`src/rtl/exp_pkg.sv`:
```
// rtl/exp_pkg.sv - shared state encoding and fixed-point widths for the e^x series engine
package exp_pkg;

  typedef enum logic [1:0] {
    IDLE = 2'd0,
    CALC = 2'd1,
    DONE = 2'd2
  } state_t;

  // 1.0 in Q1.15, the starting power x^0
  localparam logic [15:0] ONE_Q15 = 16'h8000;
  localparam int P_W    = 16;
  localparam int ACC_W  = 19;
  localparam int TERM_W = 17;

endpackage

```
`src/rtl/exp_term_unit.sv`:
```
// rtl/exp_term_unit.sv - one series step: next power of x and the weighted term (EXP_ROUND_EN selects rounding)
module exp_term_unit
  import exp_pkg::*;
#(
  parameter int DATA_W = 8
) (
  input  logic [P_W-1:0]    p,
  input  logic [7:0]        x,
  input  logic [DATA_W-1:0] coef,
  output logic [P_W-1:0]    p_next,
  output logic [TERM_W-1:0] term
);

  localparam int PX_W = P_W + 8;
  localparam int PC_W = P_W + DATA_W;

`ifdef EXP_ROUND_EN
  // half an LSB of each result, added before the shift
  localparam logic [PX_W-1:0] P_RND = PX_W'(1) << 7;
  localparam logic [PC_W-1:0] T_RND = PC_W'(1) << (DATA_W - 2);
`else
  localparam logic [PX_W-1:0] P_RND = '0;
  localparam logic [PC_W-1:0] T_RND = '0;
`endif

  logic [PX_W-1:0] px;
  logic [PC_W-1:0] pc;

  assign px = PX_W'(p) * PX_W'(x) + P_RND;
  assign pc = PC_W'(p) * PC_W'(coef) + T_RND;

  // Q1.15 * Q0.8 -> drop 8 fraction bits; Q1.15 * Q1.7 -> drop 7
  assign p_next = px[PX_W-1:8];
  assign term   = pc[PC_W-1:DATA_W-1];

endmodule

```
`src/rtl/exp_series_engine.sv`:
```
// rtl/exp_series_engine.sv - sequential Taylor evaluator for e^x driving a coefficient LUT (optional EXP_ROUND_EN)
module exp_series_engine
  import exp_pkg::*;
#(
  parameter int N_TERMS = 8,
  parameter int ADDR_W  = 3,
  parameter int DATA_W  = 8
) (
  input  logic              clk,
  input  logic              rst,
  input  logic              start,
  input  logic [7:0]        x_in,
  output logic [ADDR_W-1:0] lut_addr,
  input  logic [DATA_W-1:0] lut_data,
  output logic              busy,
  output logic              done,
  output logic [ACC_W-1:0]  result
);

  localparam logic [ADDR_W-1:0] LAST_I = ADDR_W'(N_TERMS - 1);

  state_t             state, state_next;
  logic [7:0]         x_q;
  logic [P_W-1:0]     p_q;
  logic [P_W-1:0]     p_next;
  logic [TERM_W-1:0]  term;
  logic [ACC_W-1:0]   acc_q;
  logic [ACC_W-1:0]   acc_next;
  logic [ADDR_W-1:0]  i_q;
  logic               last_term;

  exp_term_unit #(
    .DATA_W(DATA_W)
  ) u_term (
    .p      (p_q),
    .x      (x_q),
    .coef   (lut_data),
    .p_next (p_next),
    .term   (term)
  );

  assign last_term = (i_q == LAST_I);
  assign acc_next  = acc_q + ACC_W'(term);

  always_ff @(posedge clk) begin
    if (rst) begin
      state <= IDLE;
    end else begin
      state <= state_next;
    end
  end

  always_comb begin
    state_next = state;
    busy       = 1'b0;
    done       = 1'b0;
    lut_addr   = '0;
    case (state)
      IDLE: begin
        if (start) begin
          state_next = CALC;
        end
      end
      CALC: begin
        busy     = 1'b1;
        lut_addr = i_q;
        if (last_term) begin
          state_next = DONE;
        end
      end
      DONE: begin
        done       = 1'b1;
        state_next = IDLE;
      end
      default: begin
        state_next = IDLE;
      end
    endcase
  end

  always_ff @(posedge clk) begin
    if (rst) begin
      x_q    <= '0;
      p_q    <= '0;
      acc_q  <= '0;
      i_q    <= '0;
      result <= '0;
    end else begin
      case (state)
        IDLE: begin
          if (start) begin
            x_q   <= x_in;
            p_q   <= ONE_Q15;
            acc_q <= '0;
            i_q   <= '0;
          end
        end
        CALC: begin
          acc_q <= acc_next;
          p_q   <= p_next;
          i_q   <= last_term ? '0 : i_q + ADDR_W'(1);
          // capture the final sum on the edge that enters DONE
          if (last_term) begin
            result <= acc_next;
          end
        end
        default: begin
        end
      endcase
    end
  end

endmodule
```
`config.mk`:
```
export PLATFORM = sky130hd
export DESIGN_NAME = exp_series_engine
export DESIGN_NICKNAME = d
export VERILOG_FILES = /design/src/rtl/exp_pkg.sv /design/src/rtl/exp_term_unit.sv /design/src/rtl/exp_series_engine.sv
export SDC_FILE = /design/constraint.sdc
export NUM_CORES = 1
export LEC_CHECK = 0
export CORE_UTILIZATION = 69
export DETAILED_ROUTE_END_ITERATION = 12
export PLACE_DENSITY = 0.89
export SYNTH_ARGS = -nofsm -noshare
export SYNTH_HDL_FRONTEND = slang
export SYNTH_HIERARCHICAL = 1
export SYNTH_SLANG_ARGS = --single-unit
```
`constraint.sdc`:
```
create_clock -name clk -period 15.4 [get_ports clk]
set_clock_uncertainty 0.2 [all_clocks]
set_input_delay 1.54 -clock clk [delete_from_list [all_inputs] [get_ports clk]]
set_output_delay 1.54 -clock clk [all_outputs]
set_load 0.1 [all_outputs]
```
Word level (Yosys, flattened, before mapping):

Cells that the tools add are included.

* register bits after elaboration: 67
* output and inout port bits: 24
* input port bits: 19

* equality and inequality tests: 5
* muxes and demuxes: 13
* $add $sub $neg: 2
* reductions and logical operators: 6
* multiply operators: 2

Operators with widths (number)
* $mul A16 B8 Y24: 2
* $pmux W19 S2: 1
* $pmux W16 S2: 1
* $add A19 B17 Y19: 1
* $mux W19: 1
* $mux W16: 1
* $mux W3: 3
* $reduce_and A2 Y1: 4
* $pmux W3 S2: 1
* $mux W2: 2
* $ne A2 B2 Y1 const B: 2
* $pmux W2 S2: 1
* $add A3 B1 Y3 const B: 1
* $eq A3 B3 Y1 const B: 1
* $eq A2 B1 Y1 const B: 1
* $eq A2 B2 Y1 const B: 1
* $logic_not A2 Y1: 1
* $mux W1: 2
* $reduce_bool A2 Y1: 1

Longest topological paths before layout:

Gate-level depths: netlist of the first run.

* word-level depth: 3
* gate-level depth with buffers: 28
* gate-level depth less buffers: 26

By module:

Netlist of the first run, hierarchy kept.

By module, submodules not included
* exp_term_unit: area an instance 7896.3 µm², times used 1, cells an instance 916
* exp_series_engine: area an instance 3315.7 µm², times used 1, cells an instance 402

Worst setup path after synthesis of the first run:

Ideal clock, no wire load.

* kind: input to register
* from: input port lut_data[2]
* to: register result[17]
* buffers on the path: 2
* library setup time: 0.120 ns
* path slack: 8.097 ns
* arrival time: 6.983 ns
* stages on the path: 25
* path through: clkbuf_1 > and2_1 > fa_1 > fa_1 > inv_1 > fa_1 > inv_1 > fa_1 > ha_1 > a211o_1 > o2111ai_2 > a21o_2 > nand3_1 > a31o_2 > a221oi_2 > xnor2_1 > ha_1 > buf_2 > a21oi_2 > o21ai_2 > a21o_1 > a311oi_1 > o2bb2ai_2 > xnor2_1 > o21ai_1

* longest elaborated chain between the ends: 2

Ends and longest elaborated chain
* start: declaration: RTL line exp_series_engine.sv:14 `input logic [DATA_W-1:0] lut_data,`
* $mul A16 B8 Y24: RTL line exp_term_unit.sv:30 `assign pc = PC_W'(p) * PC_W'(coef) + T_RND;`
* via term[12]: RTL line exp_series_engine.sv:26 `logic [TERM_W-1:0] term;`
* $add A19 B17 Y19: RTL line exp_series_engine.sv:43 `assign acc_next = acc_q + ACC_W'(term);`
* end signal: assignment: RTL line exp_series_engine.sv:104 `result <= acc_next;`
* end: declaration: RTL line exp_series_engine.sv:17 `output logic [ACC_W-1:0] result`

The timed path passes the listed nets, and every way through them passes these cells.
A chain may end at the register's enable or synchronous reset.

Final worst setup path of the first run:

Same ends and word-level chain as after synthesis.

==> insert_results.sql, run 1 <==
INSERT INTO impl_metrics (metric_group, metric, value, unit) VALUES
('logic_synthesis', 'synthesis.nets', '1605', ''),
('timing', 'holdWs', '0.265', 'ns'),
('clock_network', 'clock_tree.root_cell', 'sky130_fd_sc_hd__clkbuf_16', ''),
('drt', 'drt.antenna.violating_nets', '0', ''),
('floorplan', 'initial_utilization', '70.6', '%'),
('layout', 'final_cell_area', '12000', 'um2'),
('drt', 'routed_wl', '26100', 'um'),
('clock_network', 'tritoncts', 'done', ''),
('setup_path', 'cp.arrival', '8.11', 'ns'),
('logic_synthesis', 'synth_area', '11200', 'um2'),
('layout', 'mostFrequentLayoutCell', 'sky130_fd_sc_hd__inv_1', ''),
('placed_design', 'port_buffer_cells', '42', ''),
('clock_network', 'cts_htree_levels', '3', ''),
('grt', 'antenna_found_initial', '0', ''),
('power', 'pwr-share-clk', '43.6', '%'),
('drt', 'vias', '9078', ''),
('drt', 'vias_per_cell', '5.91', ''),
('run_status', 'status', 'complete, no violations', ''),
('logic_synthesis', 'postSynthAreaPerCell', '8.51', 'um2'),
('clock_network', 'postCtsResizedCells', '0', ''),
('layout', 'layout.nets', '1601', ''),
('grt', 'grt-ovfl-total', '0', ''),
('floorplan', 'chip_height', '129', 'um'),
('timing', 'worst_slew_pin_slew', '1.08', 'ns'),
('drt', 'dr.pass1.iters', '5', ''),
('floorplan', 'ios', '43', ''),
('drt', 'drt-wirelength-per-cell', '17.0', 'um'),
('timing', 'finalCriticalPeriod', '8.07', 'ns'),
('power', 'vdd.ir_drop.worst', '0.0000678', 'V'),
('clock_network', 'deepest_clock_path_buffer_count', '2', ''),
('grt', 'grt_pass1_vias', '9270', ''),
('power', 'totalPowerFinal', '452', 'uW'),
('grt', 'grt_use_total', '32.8', '%'),
('logic_synthesis', 'yosys.cell_types.count', '68', ''),
('logic_synthesis', 'synth_enable_flop_cells', '0', ''),
('run', 'drv.max_cap_violation_count', '0', ''),
('floorplan', 'total_die_area', '16800', 'um2'),
('grt', 'largest_net_degree_at_the_start_of_global_routing', '56', ''),
('setup_path', 'worst_setup_path_start_kind', 'input pin', ''),
('clock_network', 'cts_buffers', '9', ''),
('logic_synthesis', 'postSynth.asyncResetShare', '0', '%'),
('power', 'power_leakage', '0.00611', 'uW'),
('timing', 'finalSetupTns', '0', 'ns'),
('timing', 'setup_repair_after_global_routing_missed_its_margin', 'false', ''),
('placed_design', 'detailedPlacementHpwl', '19600', 'um'),
('layout', 'antenna-diode-count', '0', ''),
('layout', 'mostFrequentLayoutCells', 'sky130_fd_sc_hd__inv_1, sky130_fd_sc_hd__and2_1, sky130_fd_sc_hd__fa_1, sky130_fd_sc_hd__nand2_1, sky130_fd_sc_hd__ha_1', ''),
('layout', 'share_of_cells_above_drive_strength_1', '3.79', '%'),
('logic_synthesis', 'seq_area_frac_synth', '12.0', '%'),
('drt', 'drc', '0', ''),
('timing', 'final_min_period_over_clock_period', '52.4', '%'),
('setup_path', 'timing.critical_path.to_type', 'flop', ''),
('power', 'powerDensity', '37.8', 'nW/um2'),
('power', 'pwr-share-seq', '41.1', '%'),
('grt', 'wire_length_of_the_first_global_routing_pass', '43400', 'um'),
('timing', 'final-hold-violation-count', '0', ''),
('min_path', 'worst_hold_path_type', 'reg2reg', ''),
('power', 'p_int', '310', 'uW'),
('setup_path', 'critPathKind', 'in2reg', ''),
('power', 'power_switching_share', '31.4', '%'),
('setup_path', 'cp.required', '15.43', 'ns'),
('logic_synthesis', 'ys_dominant_reg_cell', 'sky130_fd_sc_hd__dfxtp_1', ''),
('grt', 'grt.met2_usage', '55.3', '%'),
('setup_path', 'worstPathMaxFanout', '16', ''),
('grt', 'grt_util_met3', '4.25', '%'),
('timing', 'max_slew_margin', '27.9', '%'),
('power', 'power.switching', '142', 'uW'),
('clock_network', 'ctsHoldBuffers', '0', ''),
('clock_network', 'clkSlewWorstSetupHoldPaths', '0.06', 'ns'),
('timing', 'timing.final.setup_violations', '0', ''),
('logic_synthesis', 'ys_seq_elements', '67', '');
-- cell type report --
type / count / area (um2)
inverters: 211 / 792
well taps: 216 / 270
repair buffers: 44 / 430
fillers: 1144 / 3940
clock inverters: 6 / 48.8
multi-input cells: 981 / 8840
flip-flops and latches: 67 / 1340
clock buffers: 10 / 229
-- cells in the mapped netlist (all sizes together) (2+ instances only) --
master	count	share of area, %
a311oi	4	0.37
o211ai	3	0.25
nor2	28	0.94
nor3	7	0.31
xor2	14	1.1
clkbuf	52	1.9
nand4	3	0.17
nor4	2	0.11
a21o	29	2.0
a22o	10	0.78
and4b	2	0.18
and3	7	0.41
a211oi	4	0.27
o2111ai	2	0.21
a31o	4	0.31
fa	167	30
xnor2	30	2.3
nand2b	6	0.33
ha	101	11
or4	2	0.13
o21bai	7	0.47
and4	3	0.23
nor2b	3	0.17
a22oi	7	0.47
o221ai	3	0.23
a21oi	87	4.1
o22ai	3	0.17
buf	7	0.29
o21ai	22	1.0
or2	3	0.19
dfxtp	67	12
and2	212	12
inv	211	7.1
nand2	144	4.8
a31oi	7	0.52
nand3	33	1.5
o21a	3	0.20
a211o	2	0.16
o31ai	5	0.38
-- sequential cells by signal (all words and copies together) (netlist names) --
register	cells
i_q	3
acc_q	19
p_q	16
result	19
state	2
x_q	8
-- logic make-up after synthesis --
kind of cell	count (synthesis)	share of synthesized area [%]
flip-flops	67	12.0
AO/OA/AOI/OAI	210	12.6
adder cells (fa/ha/maj)	268	41.1
XOR/XNOR	44	3.44
multiplexers	1	0.100
AND/OR/NAND/NOR	458	21.6
buffers and inverters	270	9.21
-- final timing paths --
kind | startpoint | end | slack [ns] | cells after the start
max | lut_data[2] | result[17] | 7.33 | 24
min | result[6] | result[6] | 0.26 | 2
max reg2reg | p_q[5] | result[17] | 8.55 | 23
min reg2reg | result[6] | result[6] | 0.26 | 2
-- through the flow --
step | utilization, % | std cells | setup slack, ns
after floorplan | - | 1318 | 8.10
after global placement | 73.5 | 1519 | 7.17
after detailed placement | 73.5 | 1519 | 7.11
after CTS | 75.2 | 1535 | 7.39
after global routing | 75.2 | 1535 | 6.95
final | 75.2 | 1535 | 7.33
-- worst max-delay path, stage by stage --
cell	delay, ns
sky130_fd_sc_hd__clkdlybuf4s50_1	0.81
sky130_fd_sc_hd__nand2_1	0.16
sky130_fd_sc_hd__fa_1	0.54
sky130_fd_sc_hd__fa_1	0.56
sky130_fd_sc_hd__inv_1	0.05
sky130_fd_sc_hd__fa_1	0.48
sky130_fd_sc_hd__inv_1	0.05
sky130_fd_sc_hd__fa_1	0.48
sky130_fd_sc_hd__inv_1	0.04
sky130_fd_sc_hd__ha_1	0.32
sky130_fd_sc_hd__o211ai_1	0.10
sky130_fd_sc_hd__nand2_1	0.12
sky130_fd_sc_hd__o2111ai_2	0.14
sky130_fd_sc_hd__a21o_2	0.25
sky130_fd_sc_hd__a311oi_2	0.34
sky130_fd_sc_hd__o31ai_2	0.13
sky130_fd_sc_hd__and2_4	0.18
sky130_fd_sc_hd__a311o_1	0.37
sky130_fd_sc_hd__ha_1	0.40
sky130_fd_sc_hd__a21o_2	0.28
sky130_fd_sc_hd__a311oi_1	0.35
sky130_fd_sc_hd__o2bb2ai_2	0.19
sky130_fd_sc_hd__xnor2_1	0.15
sky130_fd_sc_hd__o21ai_1	0.07
-- power groups by stage --
| stage | Combinational [uW] | Clock, uW | Sequential (uW) |
|---|---|---|---|
| 2_1_floorplan | 50.8 | 0 | 183 |
| 3_3_place_gp | 66.2 | 0 | 189 |
| 3_5_place_dp | 67.6 | 0 | 189 |
| 4_1_cts | 68.4 | 200 | 185 |
| 5_1_grt | 75.8 | 209 | 186 |
| 6_report | 69.1 | 197 | 186 |
-- per-layer routing --
layer | wire length, um | share of wire (%)
met5 | 0 | 0
met4 | 414 | 1.6
met3 | 1900 | 7.3
met2 | 12900 | 49
met1 | 10900 | 42
Power figures use the tool's default switching activity.
==> run 2: changes to the inputs <==
- CORE_UTILIZATION: 69 -> 58
- PLACE_DENSITY: 0.89 -> 0.79
- clock period: 15.4 -> 7 ns (I/O delays scaled with it)
==> insert_results.sql, run 2 (synthesis results as in run 1) <==
INSERT INTO impl_metrics (metric_group, metric, value, unit) VALUES
('run_status', 'status', 'complete, no violations', ''),
('grt', 'grt-ovfl-total', '0', ''),
('drt', 'drc', '0', ''),
('timing', 'max_slew_margin', '30.4', '%'),
('timing', 'finalSetupTns', '0', 'ns'),
('power', 'vdd.ir_drop.worst', '0.000164', 'V'),
('clock_network', 'cts_buffers', '9', ''),
('grt', 'grt_pass1_vias', '9228', ''),
('setup_path', 'critPathKind', 'in2reg', ''),
('layout', 'mostFrequentLayoutCells', 'sky130_fd_sc_hd__inv_1, sky130_fd_sc_hd__and2_1, sky130_fd_sc_hd__fa_1, sky130_fd_sc_hd__nand2_1, sky130_fd_sc_hd__ha_1', ''),
('floorplan', 'total_die_area', '19900', 'um2'),
('layout', 'antenna-diode-count', '0', ''),
('layout', 'area_added_between_synthesis_and_finish', '10.4', '%'),
('drt', 'vias', '9073', ''),
('drt', 'drt.antenna.violating_nets', '0', ''),
('setup_path', 'critPathBufInv', '4', ''),
('floorplan', 'ios', '43', ''),
('setup_path', 'timing.critical_path.to_type', 'flop', ''),
('timing', 'final_min_period_over_clock_period', '94.0', '%'),
('grt', 'antenna_found_initial', '0', ''),
('drt', 'drt_iter0_drc', '521', ''),
('floorplan', 'initial_utilization', '59.5', '%'),
('setup_path', 'critical-path-top-delay-family', 'adder cells', ''),
('layout', 'multi_input_area', '8840', 'um2'),
('drt', 'vias_per_cell', '5.60', ''),
('clock_network', 'clkSlewWorstSetupHoldPaths', '0.06', 'ns'),
('layout', 'mostFrequentLayoutCell', 'sky130_fd_sc_hd__inv_1', ''),
('setup_path', 'cp.arrival', '6.64', 'ns'),
('setup_path', 'critical_path.slowest_cell', 'sky130_fd_sc_hd__fa_1', ''),
('timing', 'timing.final.setup_violations', '0', ''),
('power', 'power_leakage', '0.00641', 'uW'),
('layout', 'share_of_cells_above_drive_strength_1', '6.69', '%'),
('min_path', 'worst_hold_path_type', 'reg2reg', ''),
('setup_path', 'cpPeakStageDelay', '0.51', 'ns'),
('clock_network', 'cts_htree_levels', '3', ''),
('setup_path', 'cp.required', '7.06', 'ns'),
('timing', 'timing.final.max_slew_violations', '0', ''),
('timing', 'timing.fmax', '0.152', 'GHz'),
('grt', 'grt_use_total', '27.4', '%'),
('grt', 'largest_net_degree_at_the_start_of_global_routing', '56', ''),
('layout', 'seqCellArea', '1340', 'um2'),
('layout', 'postLayoutCoreUtil', '65.7', '%'),
('clock_network', 'ctsHoldBuffers', '0', ''),
('clock_network', 'worstSkewPairLatency', '0.34', 'ns'),
('clock_network', 'cts_num_sinks', '67', ''),
('clock_network', 'clock_tree.root_cell', 'sky130_fd_sc_hd__clkbuf_16', ''),
('setup_path', 'worst_setup_path_start_kind', 'input pin', ''),
('layout', 'fillCellCount', '1574', ''),
('placed_design', 'place.gp.congestion', '0.887', ''),
('timing', 'worst_slew_pin_slew', '1.04', 'ns'),
('timing', 'setup_repair_after_global_routing_missed_its_margin', 'false', ''),
('floorplan', 'chipWidth', '141', 'um'),
('grt', 'wire_length_of_the_first_global_routing_pass', '43800', 'um'),
('drt', 'routed_wl', '25400', 'um'),
('layout', 'reg_top3', 'acc_q: 19 flops, result: 19 flops, p_q: 16 flops', ''),
('run', 'drv.max_cap_violation_count', '0', ''),
('drt', 'drt-wirelength-per-cell', '15.7', 'um'),
('floorplan', 'num_rows', '50', ''),
('setup_path', 'worstPathMaxFanout', '10', ''),
('floorplan', 'chip_height', '141', 'um'),
('placed_design', 'port_buffer_cells', '42', ''),
('drt', 'dr.pass1.iters', '5', ''),
('clock_network', 'tritoncts', 'done', ''),
('floorplan', 'fp.coreArea', '18800', 'um2'),
('power', 'powerDensity', '85.4', 'nW/um2'),
('timing', 'finalCriticalPeriod', '6.58', 'ns'),
('timing', 'final-hold-violation-count', '0', ''),
('setup_path', 'setup.reg_to_reg.worst_slack', '0.45', 'ns'),
('clock_network', 'deepest_clock_path_buffer_count', '2', ''),
('placed_design', 'detailedPlacementHpwl', '20100', 'um'),
('layout', 'layout.nets', '1642', '');
-- run 2: area by class of cell --
class	count	area share [%]
multi-input combinational	981	71.4
sequential	67	10.8
inverter	211	6.40
timing repair buffer	85	6.12
tap	260	2.63
clock buffer	10	1.85
clock inverter	6	0.728
-- run 2: power by group --
group	total [uW]	switching (uW)	internal [uW]
Clock	487	175	312
Sequential	406	17.7	388
Combinational	164	105	59.9
Total	1060	297	760
-- run 2: layer usage --
layer	share of wire, %	GRT usage [%]	up-vias
met4	1.7	7.04	0
met5	0	0	-
met3	5.7	3.19	34
met1	42	35.8	4520
li1	-	-	4250
met2	50	48.2	269
-- run 2: tightest hold or removal path, cell delays in order, from the launching register on --
cell and delay, ns:
sky130_fd_sc_hd__dfxtp_1 0.31, sky130_fd_sc_hd__nand2_1 0.05, sky130_fd_sc_hd__a21oi_1 0.05
-- run 2: timing repair --
item                                    in CTS  in global routing
endpoints found under the setup margin       0                 14
resized for setup                            0                  8
setup buffers                                0                  1
-- run 2: final timing paths --
kind,endpoint,depth (start not counted),from
setup / recovery,acc_q[17],25,lut_data[2]
hold / removal,result[4],2,result[4]
setup reg to reg,acc_q[17],23,p_q[11]
hold reg to reg,result[4],2,result[4]
-- run 2: stage by stage --
step	total power (uW)	area (um2)	setup slack, ns	hold slack [ns]	std cells
final	1060	12400	0.421	0.265	1620
after global routing	1100	12400	0.0616	0.275	1620
after CTS	1060	12300	0.118	0.261	1619
after detailed placement	575	12000	-0.153	0.246	1603
after global placement	571	12000	-0.0396	0.247	1603
after floorplan	514	11200	0.537	0.252	1318
